<file path="config.mk">
export PLATFORM = sky130hd
export DESIGN_NAME = ixc_skid_stage_84_flat
export DESIGN_NICKNAME = d
export VERILOG_FILES = /design/src/rtl/ixc_skid_stage_84_if.sv /design/src/rtl/ixc_skid_stage_84.sv /design/src/flat_wrapper.sv
export SDC_FILE = /design/constraint.sdc
export NUM_CORES = 1
export LEC_CHECK = 0
export ABC_AREA = 1
export CORE_ASPECT_RATIO = 0.5
export CORE_MARGIN = 2
export CORE_UTILIZATION = 53
export DETAILED_ROUTE_END_ITERATION = 8
export PLACE_DENSITY = 0.84
export SLEW_MARGIN = 20
export SYNTH_ARGS = -nofsm -noshare
export SYNTH_HDL_FRONTEND = slang
export SYNTH_SLANG_ARGS = --single-unit
</file>
<file path="constraint.sdc">
create_clock -name clk -period 2.3 [get_ports clk]
set_clock_uncertainty 0.1 [all_clocks]
set_input_delay 0.575 -clock clk [delete_from_list [all_inputs] [get_ports clk]]
set_output_delay 0.575 -clock clk [all_outputs]
set_load 0.01 [all_outputs]
</file>
<file path="src/rtl/ixc_skid_stage_84_if.sv">
// Valid/ready handshake bundle for the 84-bit skid stage: producer side plus consumer side.
interface ixc_skid_stage_84_if #(
  parameter int WIDTH = 84
);
  logic             in_valid;
  logic             in_ready;
  logic [WIDTH-1:0] in_data;
  logic             out_valid;
  logic             out_ready;
  logic [WIDTH-1:0] out_data;

  // slave is the skid stage itself; master is whoever drives its input and consumes its output
  modport slave (
    input  in_valid, in_data, out_ready,
    output in_ready, out_valid, out_data
  );
  modport master (
    output in_valid, in_data, out_ready,
    input  in_ready, out_valid, out_data
  );
endinterface

</file>
<file path="src/rtl/ixc_skid_stage_84.sv">
// Two-entry registered skid buffer: main reg drives the output, skid reg absorbs one overflow word.
// Ready/valid are flops, so no combinational path exists from out_ready to in_ready.
module ixc_skid_stage_84 #(
  parameter int WIDTH = 84,
  parameter int CNT_W = 16
) (
  input  logic                   clk,
  input  logic                   rst_n,
  input  logic                   flush,
  ixc_skid_stage_84_if.slave     bus,
  output logic [1:0]             occupancy,
  output logic [CNT_W-1:0]       stall_cnt
);
  typedef enum logic [1:0] {EMPTY = 2'd0, ONE = 2'd1, TWO = 2'd2} state_t;

  state_t           state;
  logic [WIDTH-1:0] main_q;
  logic [WIDTH-1:0] skid_q;
  logic             in_xfer;
  logic             out_xfer;

  assign in_xfer       = bus.in_valid & bus.in_ready;
  assign out_xfer      = bus.out_valid & bus.out_ready;
  assign bus.out_data  = main_q;
  assign occupancy     = state;

  always_ff @(posedge clk) begin
    if (!rst_n) begin
      state         <= EMPTY;
      bus.in_ready  <= 1'b1;
      bus.out_valid <= 1'b0;
      main_q        <= '0;
      skid_q        <= '0;
      stall_cnt     <= '0;
    end else if (flush) begin
      // Any word offered this cycle is dropped along with the buffered ones
      state         <= EMPTY;
      bus.in_ready  <= 1'b1;
      bus.out_valid <= 1'b0;
      stall_cnt     <= '0;
    end else begin
      if (bus.out_valid && !bus.out_ready && stall_cnt != {CNT_W{1'b1}})
        stall_cnt <= stall_cnt + 1'b1;
      case (state)
        EMPTY: if (in_xfer) begin
          main_q        <= bus.in_data;
          state         <= ONE;
          bus.out_valid <= 1'b1;
        end
        ONE: case ({in_xfer, out_xfer})
          2'b10: begin
            skid_q       <= bus.in_data;
            state        <= TWO;
            bus.in_ready <= 1'b0;
          end
          2'b01: begin
            state         <= EMPTY;
            bus.out_valid <= 1'b0;
          end
          2'b11: main_q <= bus.in_data;
          default: ;
        endcase
        TWO: if (out_xfer) begin
          main_q       <= skid_q;
          state        <= ONE;
          bus.in_ready <= 1'b1;
        end
        default: begin
          state         <= EMPTY;
          bus.in_ready  <= 1'b1;
          bus.out_valid <= 1'b0;
        end
      endcase
    end
  end
endmodule

</file>
<file path="src/flat_wrapper.sv">
// flat-port wrapper written by rule: the top's interface ports become plain ports
module ixc_skid_stage_84_flat 
#(
  parameter int WIDTH = 84,
  parameter int CNT_W = 16
)
  (clk, rst_n, flush, occupancy, stall_cnt, bus_in_valid, bus_in_data, bus_out_ready, bus_in_ready, bus_out_valid, bus_out_data);
  ixc_skid_stage_84_if #(.WIDTH(WIDTH)) bus_i ();
  input  logic clk;
  input  logic rst_n;
  input  logic flush;
  output logic [1:0] occupancy;
  output logic [CNT_W-1:0] stall_cnt;
  input wire logic [$bits(bus_i.in_valid)-1:0] bus_in_valid;
  input wire logic [$bits(bus_i.in_data)-1:0] bus_in_data;
  input wire logic [$bits(bus_i.out_ready)-1:0] bus_out_ready;
  output wire logic [$bits(bus_i.in_ready)-1:0] bus_in_ready;
  output wire logic [$bits(bus_i.out_valid)-1:0] bus_out_valid;
  output wire logic [$bits(bus_i.out_data)-1:0] bus_out_data;
  assign bus_i.in_valid = bus_in_valid;
  assign bus_i.in_data = bus_in_data;
  assign bus_i.out_ready = bus_out_ready;
  assign bus_in_ready = bus_i.in_ready;
  assign bus_out_valid = bus_i.out_valid;
  assign bus_out_data = bus_i.out_data;
  ixc_skid_stage_84 #(.WIDTH(WIDTH), .CNT_W(CNT_W)) u_core (.clk(clk), .rst_n(rst_n), .flush(flush), .bus(bus_i), .occupancy(occupancy), .stall_cnt(stall_cnt));
endmodule
</file>
* Word level (Yosys, flattened, before mapping)
Cells that the tools add are included.
Word-level totals: register bits 188, logic and storage cells 50, output and inout port bits 104, input port bits 89
Cells by class: muxes and demuxes 14, reduce and logical (&&, ||, !) cells 11, add/sub/neg operators 1, equal/unequal tests 12, bitwise gates (word level) 6
Operators by type and width (number):
- two-way mux 84 bit | 3
- one-hot mux 84 bit (3 select lines) | 1
- adder 16 x 1 -> 16 bit (second input constant) | 1
- inequality test 16 bit (second input constant) | 1
- AND reduction 3 bit | 4
- == test 2 bit (second input constant) | 3
- inequality test 2 x 1 -> 1 bit (second input constant) | 3
- one-hot mux 1 bit (3 select lines) | 2
- one-hot mux 2 bit (3 select lines) | 1
- AND reduction 5 bit | 1
- == test 2 x 1 -> 1 bit (second input constant) | 2
- two-way mux 1 bit | 4
- two-way mux 2 bit | 2
- inequality test 2 bit (second input constant) | 2
- inverter 1 bit | 4
- one-hot mux 2 bit (2 select lines) | 1
- inequality test 3 x 2 -> 1 bit (second input constant) | 1
- nonzero test 3 bit | 1
- AND 1 bit | 2
- logical AND 1 bit | 2
- zero test 2 bit | 1
- OR reduction 2 bit | 1
- zero test 1 bit | 1

* Logic depth before layout (Yosys ltp)
Gate-level depths: netlist of run 1.
depth in word-level cells 4, depth in mapped cells 10, gate-level depth less buffers 9

* Worst setup path before layout of run 1
OpenSTA, ideal clock, no wires.
path type input to register, from in bus_out_ready, to reg u_core.skid_q[32], path buffers 3, data arrival time 1.542 ns, slack 0.588 ns, setup time 0.070 ns, stages on the path 8, data required time 2.130 ns, cell sequence nand2_1 -> inv_2 -> nor2_1 -> nand3_1 -> buf_4 -> buf_4 -> buf_2 -> a21oi_1
On the way: cells in the longest elaborated chain, start to end 3
Ends and longest elaborated chain:
- from (decl) | line flat_wrapper.sv:16 | input wire logic [$bits(bus_i.out_ready)-1:0] bus_out_ready;
- AND 1 bit | line ixc_skid_stage_84.sv:23 | assign out_xfer = bus.out_valid & bus.out_ready;
- == test 2 bit | line ixc_skid_stage_84.sv:50 | ONE: case ({in_xfer, out_xfer})
- AND reduction 3 bit (no source line)
- to (signal assigned) | line ixc_skid_stage_84.sv:52 | skid_q <= bus.in_data;
- to (decl) | line ixc_skid_stage_84.sv:18 | logic [WIDTH-1:0] skid_q;
Every way passes these cells. A chain may end at the register's enable or synchronous reset.

* Worst setup path after layout of run 1
from reg u_core.state[1] (netlist: u_core.occupancy[1]), to out occupancy[1]
RTL lines:
- from (decl) | line ixc_skid_stage_84.sv:16 | state_t state;
- from (signal assigned) | line ixc_skid_stage_84.sv:29 | state <= EMPTY;
- from (signal assigned) | line ixc_skid_stage_84.sv:37 | state <= EMPTY;
- from (signal assigned) | line ixc_skid_stage_84.sv:47 | state <= ONE;
- to (decl) | line flat_wrapper.sv:12 | output logic [1:0] occupancy;
No word-level cell between the ends.

==> metrics.csv, run 1 <==
stage,metric,value,unit
outcome,status,"complete, no violations",
placed_design,GP Congestion,0.907,
detailed_routing,vias,8357,
sta,final setup vio count,0,
run,max_cap viols,0,
final_layout,antenna fix cells,0,
sta,crit path time final,2.21,ns
synth,Syn Std Cell Area,8450,um^2
sta,final slew viol count,0,
detailed_routing,Iteration-0 DRC Markers,571,
final_layout,"most common cell after layout, fill and taps aside",nand2_1,
detailed_routing,Avg WL per Cell,13.7,um
synth,Synth Warn #,0,
setup_path,WP data required,1.62,ns
placed_design,IO buf count,192,
setup_path,Crit-path slowest cell,clkdlybuf4s50_1,
global_routing,vias in the first global route,7947,
setup_path,crit path launch type,flip-flop,
final_layout,Area Growth Syn to Fin,31.6,%
floorplanning,Die Y,93.3,um
sta,RSZ-0062 raised after global routing,no,
sta,Slew headroom,72.1,%
final_layout,share of layout cells above drive strength 1,5.04,%
setup_path,Crit Path Class,flip-flop to primary output,
final_layout,nets,1487,
synth,compound-gate portion of the synthesized area,11.3,%
floorplanning,die area,17000,um^2
final_layout,most frequent cells in the layout,"nand2_1 (301), nor2_1 (297), clkdlybuf4s50_1 (191), dfxtp_1 (188), o21ai_0 (126)",
detailed_routing,ANT nets after route,0,
clock_tree,clock tree from TritonCTS,done,
floorplanning,io pins,193,
global_routing,Overall Global Routing Usage,26.0,%
final_layout,Layout fillers,1250,
sta,Max Clk Rate,452,MHz
final_layout,fin area,11100,um^2
clock_tree,Root Buffer,clkbuf_16,
sta,final worst setup slack,0.0873,ns
sta,worst slew pin tran,0.418,ns
floorplanning,number of cell rows,32,
pwr,leak pwr,4.54,nW
min_path,Cells on Worst Hold Path,2,
clock_tree,Post-CTS Setup Repair Bufs,0,
detailed_routing,final wirelength,22100,um
placed_design,DP Wirelength,14800,um
min_path,Hold Crit Start,u_core.skid_q[54]$_SDFFE_PN0P_,
clock_tree,H-tree level count,4,
min_path,hold path endpoint,u_core.skid_q[54]$_SDFFE_PN0P_,
setup_path,Slowest Stage Delay on Critical Path,0.60,ns
synth,synth unique cells,23,
clock_tree,Hold Buf Count CTS,0,
synth,Post-Synth Adder-Cell Area,0.148,%
floorplanning,core area,15500,um^2
setup_path,CP max FO,7,
pwr,PwrDens,665,nW/um^2
synth,post-synthesis mux area share,0,%
min_path,HP Class,flip-flop to flip-flop,
sta,Tcrit/Tclk final,96.2,%
global_routing,first-pass GRT wire length,36400,um
synth,largest family of logic cells by synthesized area,simple AND/OR/NAND/NOR gates,
detailed_routing,via/cell ratio,5.18,
synth,sequential-to-total area share from yosys stat,44.5,%
setup_path,r2r setup slk,0.54,ns
detailed_routing,Post-route DRC,0,
synth,Avg Inst Size Synth,6.80,um^2
clock_tree,post_cts resized,0,
setup_path,reg-to-reg endpoint,u_core.stall_cnt[7]$_SDFFE_PP0P_,
setup_path,"Arr. time, crit path",1.54,ns
clock_tree,CTS Buf Count,17,
synth,post-synthesis register bit count,188,
setup_path,RR Startpoint,u_core.stall_cnt[0]$_SDFFE_PP0P_,
setup_path,CP Capture Type,primary output,
synth,xor/xnor cell area share of the yosys netlist,0,%
global_routing,largest net degree at the start of global routing,102,
clock_tree,CTS sink cnt,188,
placed_design,Post-Place Cells,1582,
final_layout,Post-Layout Cell Count,1614,
setup_path,Buffers & Inverters on Critical Path,1,
floorplanning,Starting Density,54.5,%
placed_design,"worst slack, placed",-0.0340,ns
clock_tree,Longest Clk Path Bufs,2,
setup_path,FF-to-FF path depth,6,
setup_path,critical path's top delay family,buffers and inverters,
global_routing,antenna violations before repair,0,
global_routing,GR Overflow Total,0,
clock_tree,Worst-Skew Late Latency,0.43,ns
detailed_routing,DR pass1 iterations,5,
sta,Final Hold Viols,0,
pwr,Peak VDD IR,0.512,mV
placed_design,Placed Area,10500,um^2
floorplanning,overall die width,183,um
synth,Gate Count Post-Synth,1242,
clock_tree,clock-pin slew on the worst setup and hold paths,0.08,ns
synth,Simple-Gate Fraction of Synth Area,35.9,%
synth,Post-Syn Nets,1332,
setup_path,crit-path cells,clkdlybuf4s50_1,
==> cell usage after synthesis <==
master,instances,area (um^2)
inv_1,64,240
clkbuf_1,40,150
nand3_2,1,10.0
o21ai_1,3,15.0
buf_1,7,26.3
and2_1,2,12.5
inv_2,4,15.0
nor2_1,297,1110
buf_6,8,90.1
nand2_1,302,1130
o21ai_0,126,631
o21ai_2,1,8.76
a31oi_1,1,6.26
buf_2,22,110
buf_4,7,52.6
nand3_1,18,90.1
ha_1,1,12.5
a21oi_1,59,295
nand4_1,3,18.8
nor3_1,2,10.0
nand3b_1,85,638
nand2_2,1,6.26
dfxtp_1,188,3760
==> metrics by stage <==
stage               setup TNS [ns]  power [W]  util, %  hold WS, ns
global route                     0    0.00771     71.8        0.369
global placement                 0    0.00459     68.1        0.331
detailed placement         -0.0784    0.00462     68.1        0.337
floorplan                        0    0.00409        -        0.325
finish                           0    0.00740     71.8        0.348
CTS                              0    0.00744     71.8        0.348
==> report_power, final <==
group          internal (W)  switching [W]
logic              0.000551       0.000523
clock network       0.00146        0.00138
registers           0.00340      0.0000797
total               0.00541        0.00198
==> how the worst max path moves through the flow <==
| stage | endpoint | startpoint | depth (start not counted) | slack (ns) |
|---|---|---|---|---|
| floorplan | u_core.skid_q[32]$_SDFFE_PN0P_ | bus_out_ready | 8 | 0.59 |
| global placement | u_core.skid_q[30]$_SDFFE_PN0P_ | bus_out_ready | 9 | 0.02 |
| detailed placement | u_core.bus.out_data[44]$_SDFFE_PN0P_ | bus_in_valid | 10 | -0.03 |
| CTS | occupancy[1] | u_core.occupancy[1]$_SDFFE_PP0P_ | 1 | 0.08 |
| global route | occupancy[1] | u_core.occupancy[1]$_SDFFE_PP0P_ | 1 | 0.04 |
| finish | occupancy[1] | u_core.occupancy[1]$_SDFFE_PP0P_ | 1 | 0.09 |
==> state kept, by name (all words and copies together) (netlist names) <==
register / flops
u_core.bus.in_ready: 1
u_core.bus.out_data: 84
u_core.bus.out_valid: 1
u_core.occupancy: 2
u_core.skid_q: 84
u_core.stall_cnt: 16
==> cells by family (layout without fill, tap and decap cells) <==
family                     Yosys count  count (layout)
DFF                                188             188
buffers and inverters              152             320
and+or+nand+nor                    711             711
AOI/OAI and AO/OA                  190             190
adders and majority gates            1               1
==> cell type report <==
type / instances / area, um^2 / area share [%]
clock buffer: 19 / 443 / 3.98
tap: 204 / 255 / 2.30
multi-input combinational: 902 / 4030 / 36.3
timing repair buffer: 220 / 2240 / 20.2
inverter: 68 / 255 / 2.30
sequential: 188 / 3760 / 33.8
clock inverter: 13 / 129 / 1.16
==> layer usage <==
metal | share of wire [%] | track usage [%] | up-vias
met5 | 0 | 0 | -
met3 | 5.0 | 4.44 | 42
met4 | 2.2 | 9.21 | 0
met1 | 44 | 32.2 | 3832
li1 | - | - | 4237
met2 | 49 | 46.1 | 246
No activity file was read; power rests on OpenSTA's default activity.
==> run 2: changes to the inputs <==
ABC_AREA = unset   (was 1)
SKIP_LAST_GASP = 1   (was unset)
==> run 2 against run 1 <==
  * Combinational power shrank 8%
  * Fmax shrank 0.41%
  * Register-to-register slack lost 0.28 ns
  * Clock-buffer cell count is the same
  * Core utilization grew 3.0 points
  * Flip-flop and latch count is the same
  * Synthesized area shrank 4.4%
  * Total power shrank 1.2%
  * First-iteration DRC count shrank 10%
  * Critical path type is now input pin to flip-flop
  * Critical endpoint is now u_core.bus.out_data[36]$_SDFFE_PN0P_
  * Largest cell class unchanged
  * Largest power group unchanged
==> metrics.csv, run 2 <==
stage,metric,value,unit,change
pwr,leak pwr,5.23,nW,was 4.54 nW
sta,Fin Hold WS,0.352,ns,was 0.348 ns
detailed_routing,DR pass1 iterations,5,,unchanged
setup_path,r2r setup slk,0.26,ns,was 0.54 ns
global_routing,antenna violations before repair,0,,unchanged
sta,Max Clk Rate,450,MHz,was 452 MHz
floorplanning,Die Y,91.3,um,was 93.3 um
global_routing,Overall Global Routing Usage,25.9,%,was 26.0%
pwr,Peak VDD IR,0.525,mV,was 0.512 mV
clock_tree,CTS Buf Count,17,,unchanged
synth,sequential-to-total area share from yosys stat,46.6,%,was 44.5%
global_routing,GR Overflow Total,0,,unchanged
sta,Slew headroom,55.4,%,was 72.1%
floorplanning,Starting Density,55.0,%,was 54.5%
detailed_routing,Iteration-0 DRC Markers,513,,was 571
final_layout,most frequent cells in the layout,"clkdlybuf4s50_1 (191), dfxtp_1 (187), nand2_1 (181), nand3_1 (89), mux2i_1 (87)",,"was nand2_1 (301), nor2_1 (297), clkdlybuf4s50_1 (191), dfxtp_1 (188), o21ai_0 (126)"
clock_tree,Post-CTS Setup Repair Bufs,0,,unchanged
synth,Syn Std Cell Area,8080,um^2,was 8450 um^2
sta,crit path time final,2.22,ns,was 2.21 ns
synth,Post-synth top flop,dfxtp_1,,unchanged
setup_path,Slowest Stage Delay on Critical Path,0.47,ns,was 0.60 ns
synth,post-synthesis register bit count,188,,unchanged
floorplanning,overall die width,179,um,was 183 um
min_path,HP Class,flip-flop to flip-flop,,unchanged
clock_tree,clock-pin slew on the worst setup and hold paths,0.07,ns,was 0.08 ns
sta,RSZ-0062 raised after global routing,no,,unchanged
setup_path,crit path launch type,input pin,,was flip-flop
synth,Yosys top cell by area,dfxtp_1,,unchanged
setup_path,CP max FO,15,,was 7
clock_tree,post_cts resized,0,,unchanged
detailed_routing,Avg WL per Cell,16.9,um,was 13.7 um
placed_design,DP Wirelength,13900,um,was 14800 um
setup_path,Crit-path slowest cell,clkdlybuf4s50_1,,unchanged
synth,Gate Count Post-Synth,876,,was 1242
sta,Tcrit/Tclk final,96.6,%,was 96.2%
synth,synth top area cells,"dfxtp_1 (47%), mux2i_1 (11%), o211a_1 (11%), nand2_1 (8.4%), a21boi_1 (5.7%)",,"was dfxtp_1 (45%), nand2_1 (13%), nor2_1 (13%), nand3b_1 (7.6%), o21ai_0 (7.5%)"
final_layout,Area Growth Syn to Fin,36.1,%,was 31.6%
synth,Post-synth top cells,"dfxtp_1 (188), nand2_1 (181), nand3_1 (90), mux2i_1 (87), o211a_1 (85)",,"was nand2_1 (302), nor2_1 (297), dfxtp_1 (188), o21ai_0 (126), nand3b_1 (85)"
global_routing,largest net degree at the start of global routing,169,,was 102
placed_design,IO buf count,192,,unchanged
floorplanning,core area,14700,um^2,was 15500 um^2
sta,final setup vio count,0,,unchanged
setup_path,Crit Path Class,input pin to flip-flop,,was flip-flop to primary output
synth,Synth Warn #,0,,unchanged
clock_tree,Worst-Skew Late Latency,0.41,ns,was 0.43 ns
detailed_routing,vias,7233,,was 8357
synth,cell with the most instances after synthesis,dfxtp_1,,was nand2_1
synth,Synth top area share,46.6,%,was 44.5%
sta,final slew viol count,0,,unchanged
synth,"EDFF count, synth",0,,unchanged
synth,synth unique cells,36,,was 23
floorplanning,number of cell rows,31,,was 32
final_layout,FF/Latch Area,3760,um^2,about the same
run,max_cap viols,0,,unchanged
clock_tree,Longest Clk Path Bufs,2,,unchanged
detailed_routing,Post-route DRC,0,,unchanged
final_layout,antenna fix cells,0,,unchanged
synth,asr flop ratio synth,0,%,unchanged
clock_tree,CTS sink cnt,188,,unchanged
clock_tree,Root Buffer,clkbuf_16,,unchanged
clock_tree,clock tree from TritonCTS,done,,unchanged
placed_design,Placed Area,10400,um^2,was 10500 um^2
setup_path,CP Capture Type,flip-flop,,was primary output
floorplanning,io pins,193,,unchanged
setup_path,crit-path cells,"clkdlybuf4s50_1, buf_4, a21boi_1, o31ai_4, and2_2, buf_4, o211a_1",,was clkdlybuf4s50_1
detailed_routing,final wirelength,21200,um,was 22100 um
final_layout,Layout fillers,1052,,was 1250
sta,final worst setup slack,0.0783,ns,was 0.0873 ns
placed_design,GP Congestion,0.828,,was 0.907
setup_path,"Arr. time, crit path",2.47,ns,was 1.54 ns
sta,Final Hold Viols,0,,unchanged
final_layout,"most common cell after layout, fill and taps aside",clkdlybuf4s50_1,,was nand2_1
pwr,overall power,0.00731,W,was 0.00740 W
outcome,status,"complete, no violations",,unchanged
global_routing,vias in the first global route,7078,,was 7947
pwr,PwrDens,665,nW/um^2,about the same
sta,worst slew pin tran,0.670,ns,was 0.418 ns
setup_path,WP data required,2.55,ns,was 1.62 ns
global_routing,first-pass GRT wire length,34200,um,was 36400 um
final_layout,nets,1136,,was 1487
synth,Avg Inst Size Synth,9.23,um^2,was 6.80 um^2
synth,Post-Syn Nets,966,,was 1332
floorplanning,die area,16300,um^2,was 17000 um^2
clock_tree,Hold Buf Count CTS,0,,unchanged
placed_design,"worst slack, placed",-0.300,ns,was -0.0340 ns
setup_path,Critical Path Most Common Cell,buf_4,,
clock_tree,H-tree level count,4,,unchanged
final_layout,share of layout cells above drive strength 1,7.18,%,was 5.04%
detailed_routing,via/cell ratio,5.75,,was 5.18
final_layout,fin area,11000,um^2,was 11100 um^2
detailed_routing,ANT nets after route,0,,unchanged
final_layout,area of the multi-input gates,4030,um^2,about the same
-- run 2: changes by cell type after synthesis, moves of 9 or more --
cell,change
a21boi_0,+24
a21boi_1,+61
a21oi_1,-44
clkbuf_1,+13
inv_1,-61
mux2i_1,+87
nand2_1,-121
nand3_1,+72
nand3b_1,-84
nor2_1,-295
o211a_1,+85
o21ai_0,-120
or4_1,+9
-- run 2: layout make-up --
type,instances,share of cell area (%)
well taps,198,2.25
clock inverters,13,1.21
inverters,3,0.102
multi-input cells,606,36.6
repair buffers,230,21.6
clock buffers,19,3.94
flip-flops and latches,188,34.2
-- run 2: path summary, 6_finish.rpt --
check	from	endpoint	cells after the start
max	bus_out_ready	u_core.bus.out_data[36]$_SDFFE_PN0P_	7
min	u_core.skid_q[65]$_SDFFE_PN0P_	u_core.skid_q[65]$_SDFFE_PN0P_	2
max reg2reg	u_core.stall_cnt[0]$_SDFFE_PP0P_	u_core.stall_cnt[14]$_SDFFE_PP0P_	5
min reg2reg	u_core.skid_q[65]$_SDFFE_PN0P_	u_core.skid_q[65]$_SDFFE_PN0P_	2
-- run 2: layer usage --
metal  vias up  GRT usage [%]  part of all wire, %
li1       3454              -                    -
met1      3537           32.2                   43
met2       203           44.7                   50
met3        39           5.44                  5.2
met4         0           8.88                  2.0
met5         -              0                    0
-- run 2: metrics by stage --
step	setup TNS, ns	util [%]	instances
after floorplan	0	-	876
after global placement	-33.79	71.0	1225
final	0	74.8	1257
after CTS	0	74.8	1257
after global routing	0	74.8	1257
after detailed placement	-40.25	71.0	1225
-- run 2: cells by family after synthesis --
kind of cell / count (synthesis) / synth area share, %
AND/OR/NAND/NOR: 314 / 17.5
AO/OA/AOI/OAI: 204 / 21.0
flip-flops: 188 / 46.6
multiplexers: 87 / 10.8
buffers and inverters: 82 / 4.06
adder cells (fa/ha/maj): 1 / 0.155
-- run 2: power by group --
group          total, W  switching, W  internal, W
Clock           0.00286       0.00133      0.00153
Combinational  0.000989      0.000433     0.000556
Sequential      0.00347     0.0000793      0.00339
Total           0.00731       0.00184      0.00547
-- run 2: worst max-delay path, delay by kind of cell --
family                 cells  cell delay, ns
and+or+nand+nor            1            0.32
buffers and inverters      3            0.85
AOI/OAI and AO/OA          3            0.71
==> run 3: changes to the inputs <==
ABC_CLOCK_PERIOD_IN_PS = 2300   (was unset)
==> results of run 3 <==
Same layout as run 2: the final DEF is identical, and so are final timing and power.
